$ cat src/rtl/pll_sup_pkg.sv
// Shared types and helpers for the PLL lock supervisor.
package pll_sup_pkg;

  // Supervisor states. The numeric values are visible on the STATE port.
  typedef enum logic [2:0] {
    ST_PWRDN     = 3'd0,
    ST_WAIT_LOCK = 3'd1,
    ST_STABLE    = 3'd2,
    ST_LOCKED    = 3'd3,
    ST_FAILED    = 3'd4
  } pll_state_e;

  // Width of the shared phase timer. The timer never holds more than the
  // largest window minus one, so clog2 of the largest window is enough.
  function automatic int timer_width(input int a, input int b, input int c);
    int m;
    m = a;
    if (b > m) m = b;
    if (c > m) m = c;
    return (m < 2) ? 1 : $clog2(m);
  endfunction

endpackage

$ cat src/rtl/sync_2ff.sv
// Two-flop synchroniser for a single asynchronous status bit.
module sync_2ff (
  input  logic clk,
  input  logic rst_n,
  input  logic d,
  output logic q
);

  logic meta_q;
  logic sync_q;

  // Two back-to-back flops; only the second one is used downstream.
  always_ff @(posedge clk or negedge rst_n) begin
    if (!rst_n) begin
      meta_q <= 1'b0;
      sync_q <= 1'b0;
    end else begin
      meta_q <= d;
      sync_q <= meta_q;
    end
  end

  assign q = sync_q;

endmodule

$ cat src/rtl/pll_lock_supervisor.sv
// Supervisor for a fabric PLL: sequences power-down, waits for and qualifies
// lock, retries on timeout or loss of lock, and reports status.
// RESTART is a one-cycle request sampled on Clock; it wins over every other
// transition in the cycle it is seen.
module pll_lock_supervisor #(
  parameter int PD_CYCLES     = 16,
  parameter int LOCK_TIMEOUT  = 65535,
  parameter int STABLE_CYCLES = 1024,
  parameter int MAX_RETRIES   = 7,
  parameter int CNT_W         = 8
) (
  input  logic             Clock,
  input  logic             Reset_N,
  input  logic             PLL_LOCK,
  input  logic             RESTART,
  output logic             PLL_POWERDOWN_N,
  output logic             PLL_READY,
  output logic             FABRIC_RESET_N,
  output logic             FAILED,
  output logic [2:0]       STATE,
  output logic [3:0]       RETRY_CNT,
  output logic [CNT_W-1:0] LOSS_CNT
);

  import pll_sup_pkg::*;

  localparam int TW = timer_width(PD_CYCLES, LOCK_TIMEOUT, STABLE_CYCLES);
  localparam logic [TW-1:0] PD_LAST      = TW'(PD_CYCLES - 1);
  localparam logic [TW-1:0] TIMEOUT_LAST = TW'(LOCK_TIMEOUT - 1);
  localparam logic [TW-1:0] STABLE_LAST  = TW'(STABLE_CYCLES - 1);
  localparam logic [3:0]    RETRY_LIMIT  = 4'(MAX_RETRIES);

  logic             lock_s;
  pll_state_e       state_q, state_d;
  logic [TW-1:0]    timer_q, timer_d;
  logic [3:0]       retry_q, retry_d;
  logic [CNT_W-1:0] loss_q, loss_d;
  logic             pd_n_q, pd_n_d;
  logic             ready_q, ready_d;
  logic             frn_q, frn_d;
  logic             failed_q, failed_d;

  sync_2ff u_lock_sync (
    .clk   (Clock),
    .rst_n (Reset_N),
    .d     (PLL_LOCK),
    .q     (lock_s)
  );

  // Next-state, counter updates and output decode of the next state.
  always_comb begin
    state_d = state_q;
    timer_d = timer_q;
    retry_d = retry_q;
    loss_d  = loss_q;

    if (RESTART) begin
      state_d = ST_PWRDN;
      retry_d = '0;
    end else begin
      case (state_q)
        ST_PWRDN: begin
          if (timer_q == PD_LAST) state_d = ST_WAIT_LOCK;
        end
        ST_WAIT_LOCK: begin
          if (lock_s) begin
            state_d = ST_STABLE;
          end else if (timer_q == TIMEOUT_LAST) begin
            retry_d = retry_q + 4'd1;
            state_d = (retry_d == RETRY_LIMIT) ? ST_FAILED : ST_PWRDN;
          end
        end
        ST_STABLE: begin
          // A glitch sends us back to waiting without costing a retry.
          if (!lock_s) begin
            state_d = ST_WAIT_LOCK;
          end else if (timer_q == STABLE_LAST) begin
            state_d = ST_LOCKED;
            retry_d = '0;
          end
        end
        ST_LOCKED: begin
          if (!lock_s) begin
            state_d = ST_PWRDN;
            if (loss_q != {CNT_W{1'b1}}) loss_d = loss_q + 1'b1;
          end
        end
        default: begin
          state_d = state_q;
        end
      endcase
    end

    // Timer restarts on every phase change (and on RESTART); it only
    // advances in the phases that have a window to measure.
    if (RESTART || (state_d != state_q)) begin
      timer_d = '0;
    end else if ((state_q == ST_PWRDN) || (state_q == ST_WAIT_LOCK) ||
                 (state_q == ST_STABLE)) begin
      timer_d = timer_q + 1'b1;
    end

    pd_n_d   = (state_d == ST_WAIT_LOCK) || (state_d == ST_STABLE) ||
               (state_d == ST_LOCKED);
    ready_d  = (state_d == ST_LOCKED);
    frn_d    = (state_d == ST_LOCKED);
    failed_d = (state_d == ST_FAILED);
  end

  // State, counters and registered outputs.
  always_ff @(posedge Clock or negedge Reset_N) begin
    if (!Reset_N) begin
      state_q  <= ST_PWRDN;
      timer_q  <= '0;
      retry_q  <= '0;
      loss_q   <= '0;
      pd_n_q   <= 1'b0;
      ready_q  <= 1'b0;
      frn_q    <= 1'b0;
      failed_q <= 1'b0;
    end else begin
      state_q  <= state_d;
      timer_q  <= timer_d;
      retry_q  <= retry_d;
      loss_q   <= loss_d;
      pd_n_q   <= pd_n_d;
      ready_q  <= ready_d;
      frn_q    <= frn_d;
      failed_q <= failed_d;
    end
  end

  assign PLL_POWERDOWN_N = pd_n_q;
  assign PLL_READY       = ready_q;
  assign FABRIC_RESET_N  = frn_q;
  assign FAILED          = failed_q;
  assign STATE           = state_q;
  assign RETRY_CNT       = retry_q;
  assign LOSS_CNT        = loss_q;

endmodule

$ cat config.mk
export PLATFORM = sky130hd
export DESIGN_NAME = pll_lock_supervisor
export DESIGN_NICKNAME = d
export VERILOG_FILES = /design/src/rtl/pll_sup_pkg.sv /design/src/rtl/sync_2ff.sv /design/src/rtl/pll_lock_supervisor.sv
export SDC_FILE = /design/constraint.sdc
export NUM_CORES = 1
export LEC_CHECK = 0
export ABC_AREA = 1
export BUFFER_PORTS_ARGS = -buffer_cell sky130_fd_sc_hd__buf_2
export CAP_MARGIN = 10
export CORE_ASPECT_RATIO = 0.8
export CORE_UTILIZATION = 52
export DETAILED_ROUTE_END_ITERATION = 12
export GPL_TIMING_DRIVEN = 0
export MAX_ROUTING_LAYER = met4
export PLACE_DENSITY_LB_ADDON = 0.2
export SLEW_MARGIN = 20
export SYNTH_ARGS = -nofsm -noshare
export SYNTH_HDL_FRONTEND = slang
export SYNTH_SLANG_ARGS = --single-unit
$ cat constraint.sdc
create_clock -name Clock -period 1.6 [get_ports Clock]
set_input_delay 0.08 -clock Clock [delete_from_list [all_inputs] [get_ports Clock]]
set_output_delay 0.08 -clock Clock [all_outputs]
set_load 0.1 [all_outputs]
# Word-level counts from Yosys, hierarchy flattened
# Index checks and enable logic that the tools add are counted.
# W data, S select, Z words.
# word_totals
in_bits,4
output_inout_bits,19
ff_bits,36
elab_cells,58
# classes
n_eq_ne,17
reduce_logical,10
bitwise_logic,2
addsub,3
n_mux,17
# op_table
op,n
$mux W16,2
$mux W3,8
$mux W4,5
$add A16 B1 Y16 const B,1
$eq A16 B10 Y1 const B,1
$eq A16 B16 Y1 const B,1
$eq A16 B4 Y1 const B,1
$eq A3 B2 Y1 const B,4
$pmux W3 S4,1
$ne A3 B3 Y1 const B,3
$add A8 B1 Y8 const B,1
$ne A8 B8 Y1 const B,1
$pmux W4 S2,1
$eq A3 B1 Y1 const B,2
$logic_or A1 B1 Y1,5
$reduce_and A5 Y1,1
$add A4 B1 Y4 const B,1
$eq A4 B3 Y1 const B,1
$reduce_and A4 Y1,1
$eq A3 B3 Y1 const B,1
$logic_not A3 Y1,1
$ne A3 B2 Y1 const B,1
$ne A3 B3 Y1,1
$reduce_bool A3 Y1,1
2 further kinds,3

# Logic depth before layout (Yosys ltp)
# Gate-level depths: netlist of run 1.
# depth
depth_word,10
ltp_mapped,15
ltp_nobuf,15

# Modules after synthesis
# Synthesis of run 1 repeated with hierarchy kept, for this count alone.
# unflattened
hier_cells,266
area_unflattened_um2,2154.6
# modules_own_cells
module,area_each_um2,seq_area_each_um2,cells_each,n_inst
pll_lock_supervisor,2104.5,850.8,264,1
sync_2ff,50.0,50.0,2,1

# Worst setup path before layout of run 1
# OpenSTA, ideal clock, no wires.
# synth_path
kind,reg2reg
startpoint,"register state_q[0], in the netlist STATE[0]"
endpoint,register timer_q[14]
arrival_ns,2.158
period_less_slack_ns,2.281
path_buffers,2
setup_time_ns,0.123
path_slack_ns,-0.681
path_stages_with_launch,12
t_required_ns,1.477
cell_sequence,dfrtp_1 buf_4 inv_1 nor3_4 nand2_1 nor2_1 nor2_1 nand2_1 nand3_1 nand3_4 buf_6 nor2_4
# synth_between
elab_chain_len,7
elab_cells_between_ends,18
cone_classes,eq/ne: 4; mux: 9; reduce/logical: 5
# synth_lines
item,line,source
from (decl),pll_lock_supervisor.sv:34,"pll_state_e state_q, state_d;"
from (signal assigned),pll_lock_supervisor.sv:122,state_q <= state_d;
"$mux W3, on equally long branches","pll_lock_supervisor.sv:77, pll_lock_supervisor.sv:68",
"$mux W3, on equally long branches","pll_lock_supervisor.sv:75, pll_lock_supervisor.sv:66",
$pmux W3 S4,pll_lock_supervisor.sv:61,case (state_q)
$mux W3,pll_lock_supervisor.sv:57,if (RESTART) begin
$ne A3 B3 Y1,pll_lock_supervisor.sv:96,if (RESTART || (state_d != state_q)) begin
$logic_or A1 B1 Y1,pll_lock_supervisor.sv:96,
$mux W16 or $reduce_bool A2 Y1 (tied branches),-,
to (signal assigned),pll_lock_supervisor.sv:123,timer_q <= timer_d;
to (decl),pll_lock_supervisor.sv:35,"logic [TW-1:0] timer_q, timer_d;"
# Parallel ways exist; a longest one is shown, timed or not.
# A chain may end at the register's enable or synchronous reset.

# Worst setup path in the final report of run 1
# layout_path
startpoint,"register state_q[1], in the netlist STATE[1]"
endpoint,register timer_q[13]
# Same word-level chain as after synthesis.

==> results of run 1 <==
-- worst reg2reg max path, cell delays in order, from the launching register on --
cell and delay (ns):
sky130_fd_sc_hd__dfrtp_4 0.48, sky130_fd_sc_hd__buf_6 0.15, sky130_fd_sc_hd__nor3_4 0.18, sky130_fd_sc_hd__nand2_1 0.11, sky130_fd_sc_hd__nor2_1 0.10, sky130_fd_sc_hd__nor2_1 0.05
sky130_fd_sc_hd__nand2_2 0.10, sky130_fd_sc_hd__nand2_2 0.08, sky130_fd_sc_hd__nand2_4 0.09, sky130_fd_sc_hd__nand3_4 0.14, sky130_fd_sc_hd__buf_4 0.18, sky130_fd_sc_hd__nor3b_2 0.15
-- cells in the mapped netlist, drive strengths merged --
master   n  area, um^2
xor2    15         131
a21oi    5        25.0
nor3b    1        7.51
nand3   24         133
nor3     9        56.3
ha       5        62.6
o211ai   1        7.51
dfrtp   36         901
o21ai    5        25.0
inv     29         109
xnor2    5        43.8
nor2    40         203
or2      1        6.26
nand4    2        12.5
a31oi    1        6.26
nand2   57         229
buf      6        56.3
-- per-stage QoR --
| stage | cells | utilization (%) | total power [mW] | setup TNS, ns |
|---|---|---|---|---|
| 2_1_floorplan | 242 | - | 0.981 | -4.12 |
| 3_5_place_dp | 306 | 63.2 | 1.01 | -4.37 |
| 5_1_grt | 329 | 74.7 | 1.89 | -7.03 |
| 6_report | 329 | 74.7 | 1.83 | -4.13 |
| 3_3_place_gp | 306 | 63.2 | 1.01 | -4.32 |
| 4_1_cts | 320 | 69.0 | 1.81 | -3.92 |
-- sequential cells by signal, indices dropped and copies added (netlist names) --
name and count:
FABRIC_RESET_N 1, FAILED 1, LOSS_CNT 8, PLL_POWERDOWN_N 1
RETRY_CNT 4, STATE 3, timer_q 16, u_lock_sync.meta_q 1
u_lock_sync.q 1
-- worst paths after layout --
kind | start | slack [ns] | end | cells past startpoint
setup / recovery | STATE[1]$_DFF_PN0_ | -0.28 | timer_q[13]$_DFFE_PN0P_ | 11
hold / removal | RESTART | 0.18 | RETRY_CNT[0]$_DFFE_PN0P_ | 4
setup reg to reg | STATE[1]$_DFF_PN0_ | -0.28 | timer_q[13]$_DFFE_PN0P_ | 11
hold reg to reg | u_lock_sync.meta_q$_DFF_PN0_ | 0.36 | u_lock_sync.q$_DFF_PN0_ | 0
max in group asynchronous | Reset_N | 0.59 | RETRY_CNT[1]$_DFFE_PN0P_ | 2
min in group asynchronous | Reset_N | 0.43 | u_lock_sync.meta_q$_DFF_PN0_ | 2
-- cells by family after synthesis --
| logic type | Yosys count | share of synthesized area, % |
|---|---|---|
| buf+inv | 35 | 8.20 |
| flops | 36 | 44.7 |
| fa+ha+maj | 5 | 3.11 |
| xor+xnor | 20 | 8.70 |
| compound gates | 12 | 3.17 |
| simple gates | 134 | 32.1 |
-- metal layers --
| layer | share of wire, % | track usage, % |
|---|---|---|
| met1 | 46 | 29.7 |
| met5 | 0 | - |
| met3 | 5.7 | 4.70 |
| met4 | 0.87 | 5.88 |
| met2 | 47 | 31.7 |
-- area by class of cell --
type / count / area, um^2 / area share (%)
Timing Repair Buffer: 38 / 256 / 9.63
Clock inverter: 2 / 35.0 / 1.32
Multi-Input combinational cell: 171 / 1130 / 42.6
Inverter: 29 / 111 / 4.18
Tap cell: 42 / 52.6 / 1.97
Sequential cell: 36 / 940 / 35.3
Buffer: 5 / 61.3 / 2.30
Clock buffer: 6 / 72.6 / 2.73
-- power by group --
part | leakage, nW | switching [mW] | internal (mW)
sequential | 0.465 | 0.0123 | 0.918
clock | 0.0552 | 0.331 | 0.462
combinational | 0.765 | 0.0600 | 0.0431
-- what timing repair did --
| action | 4_1_cts | 5_1_grt |
|---|---|---|
| endpoints found under the setup margin | 22 | 28 |
| buffers inserted | 4 | 10 |
| pin swaps | 2 | 20 |
| cloned | 0 | 1 |
| hold buffers | 2 | 0 |
| resized for setup | 16 | 32 |
| hold endpoints to repair | 37 | 0 |
==> reports/summary.txt, run 1 <==
result of the run -> finished with violations
violations in the final reports -> negative setup slack
Syn Nets -> 251
Fmax achieved -> 532 MHz
type of element capturing the critical path -> register
Total Die Area -> 0.00413 mm^2
Starting DRT DRC Count -> 110
CTS tree -> built
filler cell count in the final layout -> 250
CP max stage cell -> sky130_fd_sc_hd__dfrtp_4
Period Utilization, post-route -> 118%
Seq/Total Area, Yosys -> 44.7%
antenna violations before repair -> 0
synthesized area divided by synthesized cell count -> 8.32 um^2
max-cap check violation count -> 0
FP Rows -> 19
startpoint kind of the worst setup timing path -> register
# clock sinks -> 36
depth of the CTS H-tree -> 2
First-pass DRT Iterations -> 4
cell-by-cell listing of the critical path -> buf_6 > nor3_4 > nand2_1 > nor2_1 > nor2_1 > nand2_2 > nand2_2 > nand2_4 > nand3_4 > buf_4 > nor3b_2
netlist area before placement -> 0.00201 mm^2
overall routing resource usage -> 21.3%
layout overhead on the synthesized area -> 32.2%
total wirelength of the detailed-routed design -> 4.47 mm
Power Dens Cells -> 686 mW/mm^2
hold slack -> 0.179 ns
worst voltage drop across the vdd grid -> 0.629 mV
total half-perimeter wirelength after legalization and detailed placement -> 2.69 mm
routed via count -> 1698
net count reported at finish -> 295
Critical Path AT -> 2.09 ns
most used cells in the layout excluding fill and tap cells -> sky130_fd_sc_hd__nand2_1 (48), sky130_fd_sc_hd__inv_1 (23), sky130_fd_sc_hd__buf_2 (22)
count of buffering cells on the critical path with inverters included -> 2
worst-case clock skew -> 0.00605 ns
clock latency on the worst-skew pair -> 0.29 ns
final setup vio count -> 24
number of warnings printed during yosys synthesis -> 0
core region area -> 0.00357 mm^2
Starting Density -> 56.5%
Post-Synthesis Cells -> 242
share of final-layout standard cells stronger than drive strength 1 -> 42.5%
worst slew margin relative to its limit -> 46.4%
Overflow after GRT -> 0
pre-CTS setup slack -> -0.277 ns
Wirelength per Cell -> 13.6 um
WS Path Type -> register to register
Crit path required time -> 1.81 ns
max-slew violation total from the final report -> 0
count of input and output buffers -> 22
synthesis-stage register bit count -> 36
vias per inst -> 5.16
Hold Path Class -> input port to register
die height -> 57.7 um
crit-path max cell delay -> 0.48 ns
Inserted Clock Buffers -> 5
Layout Cell Area excl Fill -> 0.00266 mm^2
biggest fanout along the worst timing path -> 9
maximum root-to-sink buffer count -> 2
slack of the critical path -> -0.281 ns
leading cell type in the layout, fill and taps excluded -> sky130_fd_sc_hd__nand2_1
count of unique library cells instantiated by Yosys -> 24
measured slew at the worst slew-check pin -> 0.804 ns
largest net degree at the start of global routing -> 37
post-layout minimum cycle time -> 1.88 ns
Post-DP Area -> 0.00225 mm^2
gpl congestion -> 0.833
count of inserted antenna diode cells -> 0
RSZ-0062 raised after global routing -> true
wire length of the first global-routing pass -> 6.47 mm
Clock Root Buffer -> sky130_fd_sc_hd__clkbuf_8
via count of the first global-routing pass -> 1440
die outline width -> 71.6 um
clock transition at the register clock pins on the worst setup and hold paths after CTS -> 0.07 ns
Final Hold Violating Endpoints -> 0
count of boundary I/O pins -> 23
remaining routing DRC violations -> 0
number of nets with antenna violations after detailed routing -> 0
leakage power figure -> 1.29 nW
family with the most delay on the worst path -> simple AND/OR/NAND/NOR gates
(Power assumes the default switching activity.)
==> run 2: changes to the inputs <==
- CORE_UTILIZATION: 52 -> 53
- SYNTH_HIERARCHICAL: unset -> 1
==> reports/summary.txt, run 2 <==
count of inserted antenna diode cells -> 0 (unchanged)
leading cell type in the layout, fill and taps excluded -> sky130_fd_sc_hd__nand2_1
layout overhead on the synthesized area -> 27.5%
max-slew violation total from the final report -> 0 (unchanged)
Starting DRT DRC Count -> 175 (+59%)
First-pass DRT Iterations -> 4 (unchanged)
count of unique library cells instantiated by Yosys -> 31 (+29%)
die outline width -> 73.3 um (+2.4%)
Clock Root Buffer -> sky130_fd_sc_hd__clkbuf_8
hold slack -> 0.103 ns (-0.0765 ns)
most used routing layer in global routing -> met2
biggest fanout along the worst timing path -> 7 (-2)
switching part of the total -> 23.1% (+1.1 points)
largest net degree at the start of global routing -> 37 (unchanged)
total wirelength of the detailed-routed design -> 5.00 mm (+12%)
CTS tree -> built
Crit path required time -> 1.84 ns (+0.03 ns)
part of the power in registers -> 53.2% (+2.3 points)
Starting Density -> 55.9% (-0.58 points)
met3 track demand over resource in global routing -> 7.65% (+3.0 points)
Period Utilization, post-route -> 119% (+0.97 points)
clock transition at the register clock pins on the worst setup and hold paths after CTS -> 0.08 ns (about the same)
via count of the first global-routing pass -> 1849 (+28%)
Total Die Area -> 0.00433 mm^2 (+4.8%)
CP max stage cell -> sky130_fd_sc_hd__dfrtp_1
max-cap check violation count -> 0 (unchanged)
multi-input logic area -> 0.00120 mm^2 (+6.3%)
share of final-layout standard cells stronger than drive strength 1 -> 34.8% (-7.7 points)
clock latency on the worst-skew pair -> 0.30 ns (about the same)
core region area -> 0.00385 mm^2 (+8.1%)
routed via count -> 1977 (+16%)
slack of the critical path -> -0.297 ns (-0.0156 ns)
Inserted Clock Buffers -> 5 (unchanged)
number of enable-type register cells in the synthesized netlist -> 0 (unchanged)
setup total negative slack -> -5.34 ns (-1.21 ns)
Yosys top cell area share -> 41.8% (-2.9 points)
count of boundary I/O pins -> 23 (unchanged)
# clock sinks -> 36 (unchanged)
filler cell count in the final layout -> 320 (+28%)
violations in the final reports -> negative setup slack
maximum root-to-sink buffer count -> 2 (unchanged)
worst-case clock skew -> 0.00737 ns (+0.00132 ns)
Overflow after GRT -> 0 (unchanged)
Post-DP Area -> 0.00242 mm^2 (+7.6%)
synthesis-stage register bit count -> 36 (unchanged)
measured slew at the worst slew-check pin -> 0.778 ns (-0.0254 ns)
startpoint kind of the worst setup timing path -> register
Hold Path Class -> input port to register
Fmax achieved -> 527 MHz (-0.82%)
Layout Cell Area excl Fill -> 0.00275 mm^2 (+3.2%)
cell-by-cell listing of the critical path -> inv_2 > ha_4 > nand2_2 > nor2_2 > nand2_2 > nor2_4 > nor2_4 > nor2_4 > nand3_2 > nand2_2 > nand2_2 > nand2_4 > buf_6 > nand4_1 > nand2_1
net switching component of the power -> 406 uW (+0.59%)
number of flip-flops in the largest register -> 16 (unchanged)
count of input and output buffers -> 22 (unchanged)
FP Rows -> 20 (+1)
die height -> 59.0 um (+2.3%)
Wirelength per Cell -> 13.6 um (+0.15%)
synthesized area divided by synthesized cell count -> 8.10 um^2 (-2.7%)
most frequent cell after synthesis -> sky130_fd_sc_hd__nand2_1
clock network power share -> 41.5% (-1.9 points)
WS Path Type -> register to register
number of nets with antenna violations after detailed routing -> 0 (unchanged)
overall routing resource usage -> 27.0% (+5.8 points)
async set-reset flop share out of synthesis -> 100% (unchanged)
worst slew margin relative to its limit -> 48.1% (+1.7 points)
RSZ-0062 raised after global routing -> true
antenna violations before repair -> 0 (unchanged)
wire length of the first global-routing pass -> 8.36 mm (+29%)
crit-path max cell delay -> 0.41 ns (-0.07 ns)
Final Hold Violating Endpoints -> 0 (unchanged)
internal power -> 1.35 mW (-5.3%)
number of warnings printed during yosys synthesis -> 6 (+6)
post-layout minimum cycle time -> 1.90 ns (+0.0156 ns)
remaining routing DRC violations -> 0 (unchanged)
Syn Nets -> 275 (+9.6%)
storage element area -> 941 um^2 (+0.13%)
leakage power figure -> 1.33 nW (+3.7%)
top cell type by total area after synthesis -> sky130_fd_sc_hd__dfrtp_1
main area contributors after synthesis -> sky130_fd_sc_hd__dfrtp_1 (42%), sky130_fd_sc_hd__nand2_1 (9.2%), sky130_fd_sc_hd__nand4_1 (7.5%)
Seq/Total Area, Yosys -> 41.8% (-2.9 points)
depth of the CTS H-tree -> 2 (unchanged)
count of placed standard cells in the final layout, fillers left out -> 368 (+12%)
most used cells in the layout excluding fill and tap cells -> sky130_fd_sc_hd__nand2_1 (49), sky130_fd_sc_hd__nor2_1 (27), sky130_fd_sc_hd__nand4_1 (26)
Power Dens Cells -> 638 mW/mm^2 (-7.0%)
Critical Path AT -> 2.14 ns (+0.05 ns)
routing usage on met2 -> 40.7% (+9.0 points)
worst voltage drop across the vdd grid -> 0.451 mV (-28%)
vias per inst -> 5.37 (+4.1%)
top cells by count, synth -> sky130_fd_sc_hd__nand2_1 (53), sky130_fd_sc_hd__dfrtp_1 (36), sky130_fd_sc_hd__nor2_1 (34)
placed instance count -> 343 (+12%)
Post-Synthesis Cells -> 266 (+9.9%)
GR Layer Usage met1 -> 34.8% (+5.1 points)
result of the run -> finished with violations
dominant register cell in the synthesized netlist -> sky130_fd_sc_hd__dfrtp_1
part of the power in combinational logic -> 5.3% (-0.3 points)
final setup vio count -> 26 (+8.3%)
type of element capturing the critical path -> register
total half-perimeter wirelength after legalization and detailed placement -> 3.31 mm (+23%)
register with the most flip-flops -> timer_q
pre-CTS setup slack -> -0.400 ns (-0.122 ns)
net count reported at finish -> 321 (+8.8%)
gpl congestion -> 0.899 (+7.9%)
netlist area before placement -> 0.00215 mm^2 (+7.0%)
Top cell by count, worst path -> sky130_fd_sc_hd__nand2_2
run 2: final timing paths:
kind	slack, ns	start	cells past startpoint	endpoint
setup / recovery	-0.30	timer_q[0]$_DFFE_PN0P_	15	timer_q[10]$_DFFE_PN0P_
hold / removal	0.10	RESTART	2	STATE[1]$_DFF_PN0_
setup reg to reg	-0.30	timer_q[0]$_DFFE_PN0P_	15	timer_q[10]$_DFFE_PN0P_
hold reg to reg	0.35	u_lock_sync/meta_q$_DFF_PN0_	0	u_lock_sync/q$_DFF_PN0_
max in group asynchronous	0.62	Reset_N	2	LOSS_CNT[0]$_DFFE_PN0P_
min in group asynchronous	0.40	Reset_N	2	timer_q[11]$_DFFE_PN0P_
run 2: cells by family (layout without fill, tap and decap cells):
logic type                 after synthesis  count (layout)  synth area share (%)
AOI/OAI and AO/OA                       11              11                  3.02
xor gates and xnor gates                23              23                  9.35
adders and majority gates                5               5                  2.90
buffers and inverters                   39              86                  7.84
DFF                                     36              36                  41.8
and+or+nand+nor                        152             152                  35.1
run 2: layer usage:
layer	part of all wire [%]	wire length [um]	vias to the layer above
met5	0	0	-
met4	1.3	66	0
met3	7.0	351	8
met2	47	2340	62
met1	45	2240	943
li1	-	-	964
run 2: power groups by stage:
stage	clock, mW	sequential, mW	combinational, mW
global route	0.778	0.933	0.106
detailed placement	0	0.947	0.0686
floorplan	0	0.946	0.0348
finish	0.728	0.932	0.0937
global placement	0	0.947	0.0675
CTS	0.735	0.930	0.0901
run 2: worst max-delay path, delay by kind of cell (launching register included):
kind,cells,cell delay (ns)
adder cells (fa/ha/maj),1,0.12
buffers and inverters,2,0.23
flip-flops,1,0.41
AND/OR/NAND/NOR,12,1.07
run 2: final cells by class:
class                      count  area share (%)
clock buffer                   8            3.64
multi-input combinational    191            43.9
timing repair buffer          39            9.24
tap                           55            2.50
inverter                      32            4.55
sequential                    36            34.2
buffer                         7            1.96
run 2: timing repair:
| item | 4_1_cts | 5_1_grt |
|---|---|---|
| hold buffers | 2 | 0 |
| gates cloned | 2 | 0 |
| setup buffers | 12 | 1 |
| hold endpoints to repair | 37 | 0 |
| pin swaps | 4 | 9 |
| gates resized for setup | 22 | 11 |
| endpoints found under the setup margin | 26 | 29 |
run 2: stage by stage:
step | util [%] | power (mW)
floorplan | - | 0.980
global placement | 62.9 | 1.01
detailed placement | 62.9 | 1.02
CTS | 70.1 | 1.75
global route | 71.3 | 1.82
finish | 71.3 | 1.75
